`src/rtl/seq_divider_if.sv`:
```
// Start/busy/done handshake and operand/result bus of the sequential divider.
// The master drives the request; the slave (the divider) returns the results.
interface seq_divider_if #(
    parameter int unsigned WIDTH = 4
);
    logic                   start;
    logic [2*WIDTH-1:0]     dividend;
    logic [WIDTH-1:0]       divisor;
    logic                   busy;
    logic                   done;
    logic [2*WIDTH-1:0]     quotient;
    logic [WIDTH-1:0]       remainder;
    logic                   div_zero;

    modport master (
        output start, dividend, divisor,
        input  busy, done, quotient, remainder, div_zero
    );

    modport slave (
        input  start, dividend, divisor,
        output busy, done, quotient, remainder, div_zero
    );
endinterface

```
`src/rtl/seq_divider.sv`:
```
// Sequential restoring unsigned divider: 2W-bit dividend / W-bit divisor,
// one quotient bit per clock, with a one-cycle done pulse and held results.
module seq_divider #(
    parameter int unsigned WIDTH = 4
) (
    input  logic          clk,
    input  logic          rst_n,
    seq_divider_if.slave  bus
);
    localparam int unsigned QW    = 2 * WIDTH;
    localparam int unsigned CNT_W = (QW > 2) ? $clog2(QW) : 1;

    typedef enum logic [1:0] {
        S_IDLE = 2'd0,
        S_CALC = 2'd1,
        S_DONE = 2'd2
    } state_t;

    state_t             r_state;
    state_t             w_state_nxt;

    logic [QW-1:0]      r_dvd;
    logic [WIDTH-1:0]   r_dvs;
    logic [WIDTH-1:0]   r_part;
    logic [QW-1:0]      r_q;
    logic [CNT_W-1:0]   r_cnt;
    logic               r_busy;
    logic               r_done;
    logic [QW-1:0]      r_quot;
    logic [WIDTH-1:0]   r_rem;
    logic               r_dz;

    logic [QW-1:0]      w_dvd_nxt;
    logic [WIDTH-1:0]   w_dvs_nxt;
    logic [WIDTH-1:0]   w_part_nxt;
    logic [QW-1:0]      w_q_nxt;
    logic [CNT_W-1:0]   w_cnt_nxt;
    logic               w_busy_nxt;
    logic               w_done_nxt;
    logic [QW-1:0]      w_quot_nxt;
    logic [WIDTH-1:0]   w_rem_nxt;
    logic               w_dz_nxt;

    logic [WIDTH:0]     w_trial;
    logic [WIDTH:0]     w_diff;
    logic               w_ge;
    logic [WIDTH-1:0]   w_step_part;
    logic [QW-1:0]      w_step_q;
    logic               w_last;

    // One restoring step; the borrow out of the (WIDTH+1)-bit difference is the compare.
    assign w_trial     = {r_part, r_dvd[QW-1]};
    assign w_diff      = w_trial - {1'b0, r_dvs};
    assign w_ge        = ~w_diff[WIDTH];
    assign w_step_part = w_ge ? w_diff[WIDTH-1:0] : w_trial[WIDTH-1:0];
    assign w_step_q    = {r_q[QW-2:0], w_ge};
    assign w_last      = (r_cnt == CNT_W'(QW - 1));

    always_ff @(posedge clk or negedge rst_n) begin
        if (!rst_n) begin
            r_state <= S_IDLE;
            r_dvd   <= '0;
            r_dvs   <= '0;
            r_part  <= '0;
            r_q     <= '0;
            r_cnt   <= '0;
            r_busy  <= 1'b0;
            r_done  <= 1'b0;
            r_quot  <= '0;
            r_rem   <= '0;
            r_dz    <= 1'b0;
        end else begin
            r_state <= w_state_nxt;
            r_dvd   <= w_dvd_nxt;
            r_dvs   <= w_dvs_nxt;
            r_part  <= w_part_nxt;
            r_q     <= w_q_nxt;
            r_cnt   <= w_cnt_nxt;
            r_busy  <= w_busy_nxt;
            r_done  <= w_done_nxt;
            r_quot  <= w_quot_nxt;
            r_rem   <= w_rem_nxt;
            r_dz    <= w_dz_nxt;
        end
    end

    always_comb begin
        w_state_nxt = r_state;
        case (r_state)
            S_IDLE: begin
                if (bus.start) begin
                    w_state_nxt = (bus.divisor == '0) ? S_DONE : S_CALC;
                end
            end
            S_CALC: begin
                if (w_last) begin
                    w_state_nxt = S_DONE;
                end
            end
            S_DONE:  w_state_nxt = S_IDLE;
            default: w_state_nxt = S_IDLE;
        endcase
    end

    // Datapath and result registers only change on acceptance, per step, and on DONE entry.
    always_comb begin
        w_dvd_nxt  = r_dvd;
        w_dvs_nxt  = r_dvs;
        w_part_nxt = r_part;
        w_q_nxt    = r_q;
        w_cnt_nxt  = r_cnt;
        w_quot_nxt = r_quot;
        w_rem_nxt  = r_rem;
        w_dz_nxt   = r_dz;
        w_busy_nxt = (w_state_nxt != S_IDLE);
        w_done_nxt = (w_state_nxt == S_DONE);
        case (r_state)
            S_IDLE: begin
                if (bus.start) begin
                    if (bus.divisor == '0) begin
                        w_quot_nxt = '1;
                        w_rem_nxt  = bus.dividend[WIDTH-1:0];
                        w_dz_nxt   = 1'b1;
                    end else begin
                        w_dvd_nxt  = bus.dividend;
                        w_dvs_nxt  = bus.divisor;
                        w_part_nxt = '0;
                        w_q_nxt    = '0;
                        w_cnt_nxt  = '0;
                        w_dz_nxt   = 1'b0;
                    end
                end
            end
            S_CALC: begin
                w_dvd_nxt  = {r_dvd[QW-2:0], 1'b0};
                w_part_nxt = w_step_part;
                w_q_nxt    = w_step_q;
                w_cnt_nxt  = r_cnt + CNT_W'(1);
                if (w_last) begin
                    w_quot_nxt = w_step_q;
                    w_rem_nxt  = w_step_part;
                end
            end
            default: ;
        endcase
    end

    assign bus.busy      = r_busy;
    assign bus.done      = r_done;
    assign bus.quotient  = r_quot;
    assign bus.remainder = r_rem;
    assign bus.div_zero  = r_dz;
endmodule

```
`src/flat_wrapper.sv`:
```
// flat-port wrapper written by rule: the top's interface ports become plain ports
module seq_divider_flat 
#(
    parameter int unsigned WIDTH = 4
)
  (clk, rst_n, bus_start, bus_dividend, bus_divisor, bus_busy, bus_done, bus_quotient, bus_remainder, bus_div_zero);
  seq_divider_if #(.WIDTH(WIDTH)) bus_i ();
  input  logic clk;
  input  logic rst_n;
  input wire logic [$bits(bus_i.start)-1:0] bus_start;
  input wire logic [$bits(bus_i.dividend)-1:0] bus_dividend;
  input wire logic [$bits(bus_i.divisor)-1:0] bus_divisor;
  output wire logic [$bits(bus_i.busy)-1:0] bus_busy;
  output wire logic [$bits(bus_i.done)-1:0] bus_done;
  output wire logic [$bits(bus_i.quotient)-1:0] bus_quotient;
  output wire logic [$bits(bus_i.remainder)-1:0] bus_remainder;
  output wire logic [$bits(bus_i.div_zero)-1:0] bus_div_zero;
  assign bus_i.start = bus_start;
  assign bus_i.dividend = bus_dividend;
  assign bus_i.divisor = bus_divisor;
  assign bus_busy = bus_i.busy;
  assign bus_done = bus_i.done;
  assign bus_quotient = bus_i.quotient;
  assign bus_remainder = bus_i.remainder;
  assign bus_div_zero = bus_i.div_zero;
  seq_divider #(.WIDTH(WIDTH)) u_core (.clk(clk), .rst_n(rst_n), .bus(bus_i));
endmodule
```
`config.mk`:
```
export PLATFORM = sky130hd
export DESIGN_NAME = seq_divider_flat
export DESIGN_NICKNAME = d
export VERILOG_FILES = /design/src/rtl/seq_divider_if.sv /design/src/rtl/seq_divider.sv /design/src/flat_wrapper.sv
export SDC_FILE = /design/constraint.sdc
export NUM_CORES = 1
export LEC_CHECK = 0
export CAP_MARGIN = 40
export CORE_MARGIN = 3
export CORE_UTILIZATION = 24
export DETAILED_ROUTE_END_ITERATION = 16
export PLACE_DENSITY = 0.48
export SLEW_MARGIN = 15
export SYNTH_ARGS = -nofsm -noshare
export SYNTH_HDL_FRONTEND = slang
export SYNTH_SLANG_ARGS = --single-unit
```
`constraint.sdc`:
```
create_clock -name clk -period 2.4 [get_ports clk]
set_clock_uncertainty 0.05 [all_clocks]
set_input_delay 0.48 -clock clk [delete_from_list [all_inputs] [get_ports clk]]
set_output_delay 0.48 -clock clk [all_outputs]
set_load 0.03 [all_outputs]
```
==> flow_metrics.py <==
metrics = {
    "routing": {
        "num_vias": 1583,
        "dr_wl_met3_um": 178,
        "wl_um": 4770,
        "antenna_left": 0,
        "via_per_inst": 4.60,
        "drt_first_pass_iters": 4,
        "drc": 0,
        "dr_wl_met2_um": 2160,
        "top_layer_used": "met4",
        "drt-met1-wl_um": 2360,
        "wl_per_cell_um": 13.9,
        "drtIter0Drc": 104,
    },
    "synth": {
        "synth_enable_flop_cells": 0,
        "yosys_warnings": 0,
        "yosysSeqAreaShare": 0.536,
        "ys.flop_type": "dfrtp_1",
        "synth_top_area_cell": "dfrtp_1",
        "yosysTopAreaCellShare": 0.536,
        "synth_area_um2": 2010,
        "synth_nets": 227,
        "synth_area_leaders": "dfrtp_1 54%, nor2_1 5.8%, nand2_1 4.9%",
        "syn_avg_cell_area_um2": 9.78,
        "async_reset_ff_frac": 1.00,
        "synth_seq_cells": 43,
        "syn_inst": 205,
        "ys_types": 37,
    },
    "power_and_ir_drop": {
        "p_int_mw": 2.13,
        "sw_frac_of_total": 0.436,
        "p_comb_frac": 0.537,
        "power.share.clock": 0.129,
        "ir_worst_vdd_mv": 0.475,
        "p_seq_frac": 0.334,
        "power_switching_mw": 1.64,
        "power_density_nw_per_um2": 1500,
        "leakagePower_nw": 1.09,
    },
    "sta": {
        "fin_crit_ns": 2.16,
        "report.final.hold_viol_count": 0,
        "max_slew_margin": 0.629,
        "tns_ns": 0,
        "fmax_mhz": 464,
        "slew_viol_final": 0,
        "timing.final.ws_setup_ns": 0.243,
        "fin_crit_sh": 0.899,
        "setup_viol": 0,
        "worstMarginPinSlew_ns": 0.557,
        "rsz0062_at_grt": "false",
    },
    "clock_network": {
        "clk_pin_slew_ns": 0.09,
        "clk_path_buf_depth": 2,
        "cts_resized": 0,
        "cts.sinks": 43,
        "cts_made_buffers": 5,
        "worstSkewPairLatency_ns": 0.30,
        "htree_levels": 2,
        "cts_root_buf": "clkbuf_8",
        "cts_hold_buf": 0,
        "cts_tree": "built",
        "cts_setup_buffers": 0,
    },
    "critical_path": {
        "reg2regPathDepth": 8,
        "startpoint": "u_core.r_dvd[7]",
        "cp.required_ns": 2.57,
        "r2r_start": "u_core.r_dvd[7]",
        "path_max_fanout": 5,
        "arrival_ns": 2.33,
        "cp-start-kind": "register",
        "crit_type": "reg -> reg",
        "end_kind": "register",
    },
    "finish": {
        "final_common_cell": "dfrtp_1",
        "finalInstanceArea_um2": 2520,
        "antenna_cells": 0,
        "multi_input_area_um2": 823,
        "drive_above_1_share": 0.103,
        "seq_area_um2": 1080,
        "final_net_count": 263,
        "area.growth.synth_to_final_pct": 25.7,
        "fill_cells": 861,
        "mostFrequentLayoutCells": "43 x dfrtp_1, 31 x nor2_1, 28 x clkdlybuf4s50_1",
    },
    "placed_design": {
        "place_area_um2": 2430,
        "place.gp.congestion": 0.781,
        "dp_hpwl_um": 3430,
        "numPortBuffers": 29,
        "dp_worst_setup_slack_ns": 0.116,
    },
    "min_path": {
        "hp-class": "in -> async",
    },
    "grt": {
        "antenna_found_initial": 0,
        "grt_overflow": 0,
        "grt_pass1_vias": 1581,
        "grtUsageTotal": 0.107,
        "grt_pass1_wl_um": 8200,
        "grt_start_max_net_pins": 44,
    },
    "floorplan": {
        "rows": 32,
        "ios": 30,
        "die_width_um": 97.4,
        "dieArea_um2": 9490,
        "fp.coreArea_um2": 7930,
        "die_h_um": 97.4,
        "start_util": 0.253,
    },
    "run_status": {
        "status": "complete, no violations",
    },
    "run": {
        "maxCapViolCount": 0,
    },
}
state kept, by name, indices dropped and copies added (netlist names):
register,flops
u_core.r_dvs,4
u_core.r_cnt,3
u_core.r_q,7
u_core.r_part,4
u_core.r_dvd,8
u_core.bus.remainder,4
u_core.bus.done,1
u_core.bus.div_zero,1
u_core.bus.busy,1
u_core.bus.quotient,8
u_core.r_state,2
power groups by stage:
stage                     clock, mW  combinational (mW)  sequential [mW]
after global routing          0.542                2.26             1.31
after global placement            0                2.02             1.28
after detailed placement          0                2.04             1.28
final                         0.488                2.02             1.26
after CTS                     0.502                2.05             1.26
after floorplan                   0                1.18             1.45
through the flow:
stage	cells	total power, mW	hold WS, ns	utilization
finish	344	3.77	0.190	0.318
global route	344	4.11	0.241	0.318
CTS	344	3.81	0.216	0.318
detailed placement	336	3.32	0.428	0.306
global placement	336	3.30	0.416	0.306
floorplan	205	2.63	0.134	-
cell families (layout without fill, tap and decap cells):
family	count (synthesis)	count (layout)	synth area share
AND/OR/NAND/NOR	80	80	0.181
flip-flops	43	43	0.536
XOR/XNOR	3	3	0.0131
multiplexers	1	1	0.00561
adder cells (fa/ha/maj)	7	7	0.0474
AO/OA/AOI/OAI	51	51	0.163
buffers and inverters	20	57	0.0530
final timing paths:
path                                      endpoint  slack (ns)
min in group clk                   u_core.r_cnt[0]        0.44
min reg2reg                        u_core.r_cnt[0]        0.44
max reg2reg                u_core.bus.remainder[3]        0.24
min                         u_core.bus.quotient[6]        0.19
max                        u_core.bus.remainder[3]        0.24
max in group asynchronous          u_core.r_dvs[2]        1.72
critical path, stage by stage (launching register included):
cell and delay, ns:
dfrtp_1 0.36, inv_1 0.08, ha_1 0.20, fa_1 0.41, nand2b_1 0.18, a21o_1 0.23, xnor2_1 0.17, nand2b_1 0.18
a41oi_1 0.22
cells in the mapped netlist (all sizes together), types with 2 or more instances:
library cell  count
nor4              5
buf               5
o21ai            13
a41oi             4
ha                6
a222oi            3
xnor2             2
a22o              6
dfrtp            43
clkbuf            6
a21oi            16
nand2            26
nand3             7
nor2             31
inv               9
nand2b            3
o22ai             4
final cells by class:
cell class                 count  share of cell area
clock inverter                 3             0.00943
multi-input combinational    142               0.327
timing repair buffer          40               0.146
inverter                       9              0.0134
sequential                    43               0.427
clock buffer                   5              0.0273
tap                          102              0.0506
layer usage:
| layer | track usage | vias up |
|---|---|---|
| met4 | 0.0405 | 0 |
| met1 | 0.150 | 753 |
| met2 | 0.163 | 38 |
| met5 | 0 | - |
| met3 | 0.0230 | 4 |
| li1 | - | 788 |
No activity file was read; power rests on OpenSTA's default activity.
==> RTL edit (same settings) <==
`WIDTH` is set to 4 in 3 places; all go to 2.
--- a/src/rtl/seq_divider_if.sv
+++ b/src/rtl/seq_divider_if.sv
@@ -1,7 +1,7 @@
 // Start/busy/done handshake and operand/result bus of the sequential divider.
 // The master drives the request; the slave (the divider) returns the results.
 interface seq_divider_if #(
-    parameter int unsigned WIDTH = 4
+    parameter int unsigned WIDTH = 2
 );
     logic                   start;
     logic [2*WIDTH-1:0]     dividend;
--- a/src/rtl/seq_divider.sv
+++ b/src/rtl/seq_divider.sv
@@ -1,7 +1,7 @@
 // Sequential restoring unsigned divider: 2W-bit dividend / W-bit divisor,
 // one quotient bit per clock, with a one-cycle done pulse and held results.
 module seq_divider #(
-    parameter int unsigned WIDTH = 4
+    parameter int unsigned WIDTH = 2
 ) (
     input  logic          clk,
     input  logic          rst_n,
--- a/src/flat_wrapper.sv
+++ b/src/flat_wrapper.sv
@@ -1,7 +1,7 @@
 // flat-port wrapper written by rule: the top's interface ports become plain ports
 module seq_divider_flat 
 #(
-    parameter int unsigned WIDTH = 4
+    parameter int unsigned WIDTH = 2
 )
   (clk, rst_n, bus_start, bus_dividend, bus_divisor, bus_busy, bus_done, bus_quotient, bus_remainder, bus_div_zero);
   seq_divider_if #(.WIDTH(WIDTH)) bus_i ();
Interface: changed (resized bus_dividend, bus_divisor, bus_quotient and bus_remainder); port bits go from 30 to 18. No check against the original RTL was run, so the function may have changed too.
==> RTL edit against the unedited design <==
- final area shrank 43%
- combinational power decreased by 49%
- synthesized cell count down 54%
- synthesized area fell by 44%
- routed wire length is 51% lower
- power decreased by 46%
- setup slack better by 0.18 ns
- sequential cell count is 19 lower
==> RTL edit: results (changes against the unedited design) <==
- Clk_lat worst skew: 0.26 ns (-0.04 ns)
- Gr usage total: 9.68% (-1.1 points)
- Status: finished clean
- DR pass1 iterations: 3 (-1)
- DP HPWL: 1.72 mm (-50%)
- Peak supply drop: 0.307 mV (-35%)
- Largest net degree at the start of global routing: 25 (-43%)
- H-Tree Depth: 1 (-1)
- Ys Warns: 0 (unchanged)
- Placed cell areas: 1380 µm² (-43%)
- Area contributors post-synth: dfrtp_1, mux2i_1, a22o_1
- Drt wl/cell: 13.9 µm (+0.37%)
- Average size of a mapped cell: 12.0 µm² (+23%)
- Drt total wl: 2.35 mm (-51%)
- Net switching power: 0.798 mW (-51%)
- Worst hold path class: reg2reg
- Fin nets: 130 (-51%)
- Critical Path AT: 2.11 ns (-0.22 ns)
- Vias in the first global route: 793 (-50%)
- Fillers: 458 (-47%)
- TritonCTS buffer count: 3 (-2)
- Dominant synthesized flop cell: dfrtp_1
- Placer Congestion: 0.804 (+2.8%)
- Netlist cell types: 26 (-30%)
- Via count: 766 (-52%)
- Syn nets: 106 (-53%)
- Share of cells above drive strength 1: 14.5% (+4.2 points)
- Placed cell count: 165 (-51%)
- First-pass GRT wire length: 3.97 mm (-52%)
- Initial DRC count: 112 (+7.7%)
- Clk root buf: clkbuf_8
- I/O Buffers: 17 (-41%)
- Relative slew margins: 65.9% (+3.1 points)
- Post-CTS Setup Inserts: 0 (unchanged)
- Clk buf depth: 2 (unchanged)
- Synth cell count leaders: dfrtp_1, mux2i_1, nor2_1
- Initial antenna violation count: 0 (unchanged)
- Crit-path max FO: 7 (+2)
- LEAKAGE: 0.659 nW (-40%)
- Post-synthesis sequential area ratio: 53.3% (-0.38 points)
==> RTL edit: changes by cell type after synthesis, sizes merged, moves of 4 or more <==
| cell | change |
|---|---|
| nand3 | -7 |
| nor4 | -5 |
| clkbuf | -5 |
| ha | -4 |
| nor2 | -22 |
| a21oi | -13 |
| o21ai | -9 |
| mux2i | +10 |
| o22ai | -4 |
| a41oi | -4 |
| dfrtp | -19 |
| nand2 | -22 |
==> RTL edit: cell type report <==
| cell class | count | share of cell area (%) |
|---|---|---|
| inverters | 8 | 2.09 |
| repair buffers | 22 | 14.5 |
| clock buffers | 4 | 3.84 |
| well taps | 52 | 4.53 |
| flip-flops and latches | 24 | 41.8 |
| multi-input cells | 59 | 33.2 |
==> RTL edit: stage by stage <==
stage	total power [mW]	setup WS (ns)	hold slack, ns	utilization (%)
floorplan	1.43	0.620	0.134	-
global placement	1.77	0.212	0.425	31.1
detailed placement	1.79	0.131	0.436	31.1
CTS	2.07	0.406	0.455	32.3
global route	2.21	0.340	0.477	32.3
finish	2.04	0.428	0.445	32.3
==> RTL edit: worst paths after layout <==
path	to	slack [ns]	depth (start not counted)	start
setup / recovery	u_core.bus.quotient[1]	0.43	4	bus_divisor[1]
setup reg to reg	u_core.r_part[0]	0.57	6	u_core.r_dvs[0]
hold / removal	u_core.r_cnt[0]	0.45	1	u_core.r_cnt[0]
max in group asynchronous	u_core.bus.quotient[1]	1.55	2	rst_n
hold reg to reg	u_core.r_cnt[0]	0.45	1	u_core.r_cnt[0]
min in group asynchronous	u_core.bus.done	0.52	2	rst_n
==> RTL edit: worst max-delay path: stages <==
cell	delay, ns
clkdlybuf4s50_1	0.48
or4b_4	0.61
a21oi_4	0.29
mux2i_1	0.25
==> RTL edit: logic make-up after synthesis <==
family / synth area share [%]
AND/OR/NAND/NOR: 11.2
adder cells (fa/ha/maj): 4.00
XOR/XNOR: 0.777
flip-flops: 53.3
buffers and inverters: 4.44
AO/OA/AOI/OAI: 13.4
multiplexers: 12.9
==> RTL edit: power by group through the flow <==
stage	Clock [mW]	Combinational (mW)	Sequential, mW
after CTS	0.283	1.06	0.727
after global routing	0.296	1.16	0.749
after global placement	0	1.04	0.730
after floorplan	0	0.610	0.821
after detailed placement	0	1.06	0.731
final	0.274	1.04	0.725
==> RTL edit: per-layer routing <==
| layer | up-vias | GRT usage [%] | part of all wire [%] |
|---|---|---|---|
| li1 | 377 | - | - |
| met1 | 369 | 14.6 | 55 |
| met2 | 15 | 12.9 | 40 |
| met3 | 5 | 1.76 | 3.2 |
| met4 | 0 | 5.34 | 2.5 |
| met5 | - | 0 | 0 |
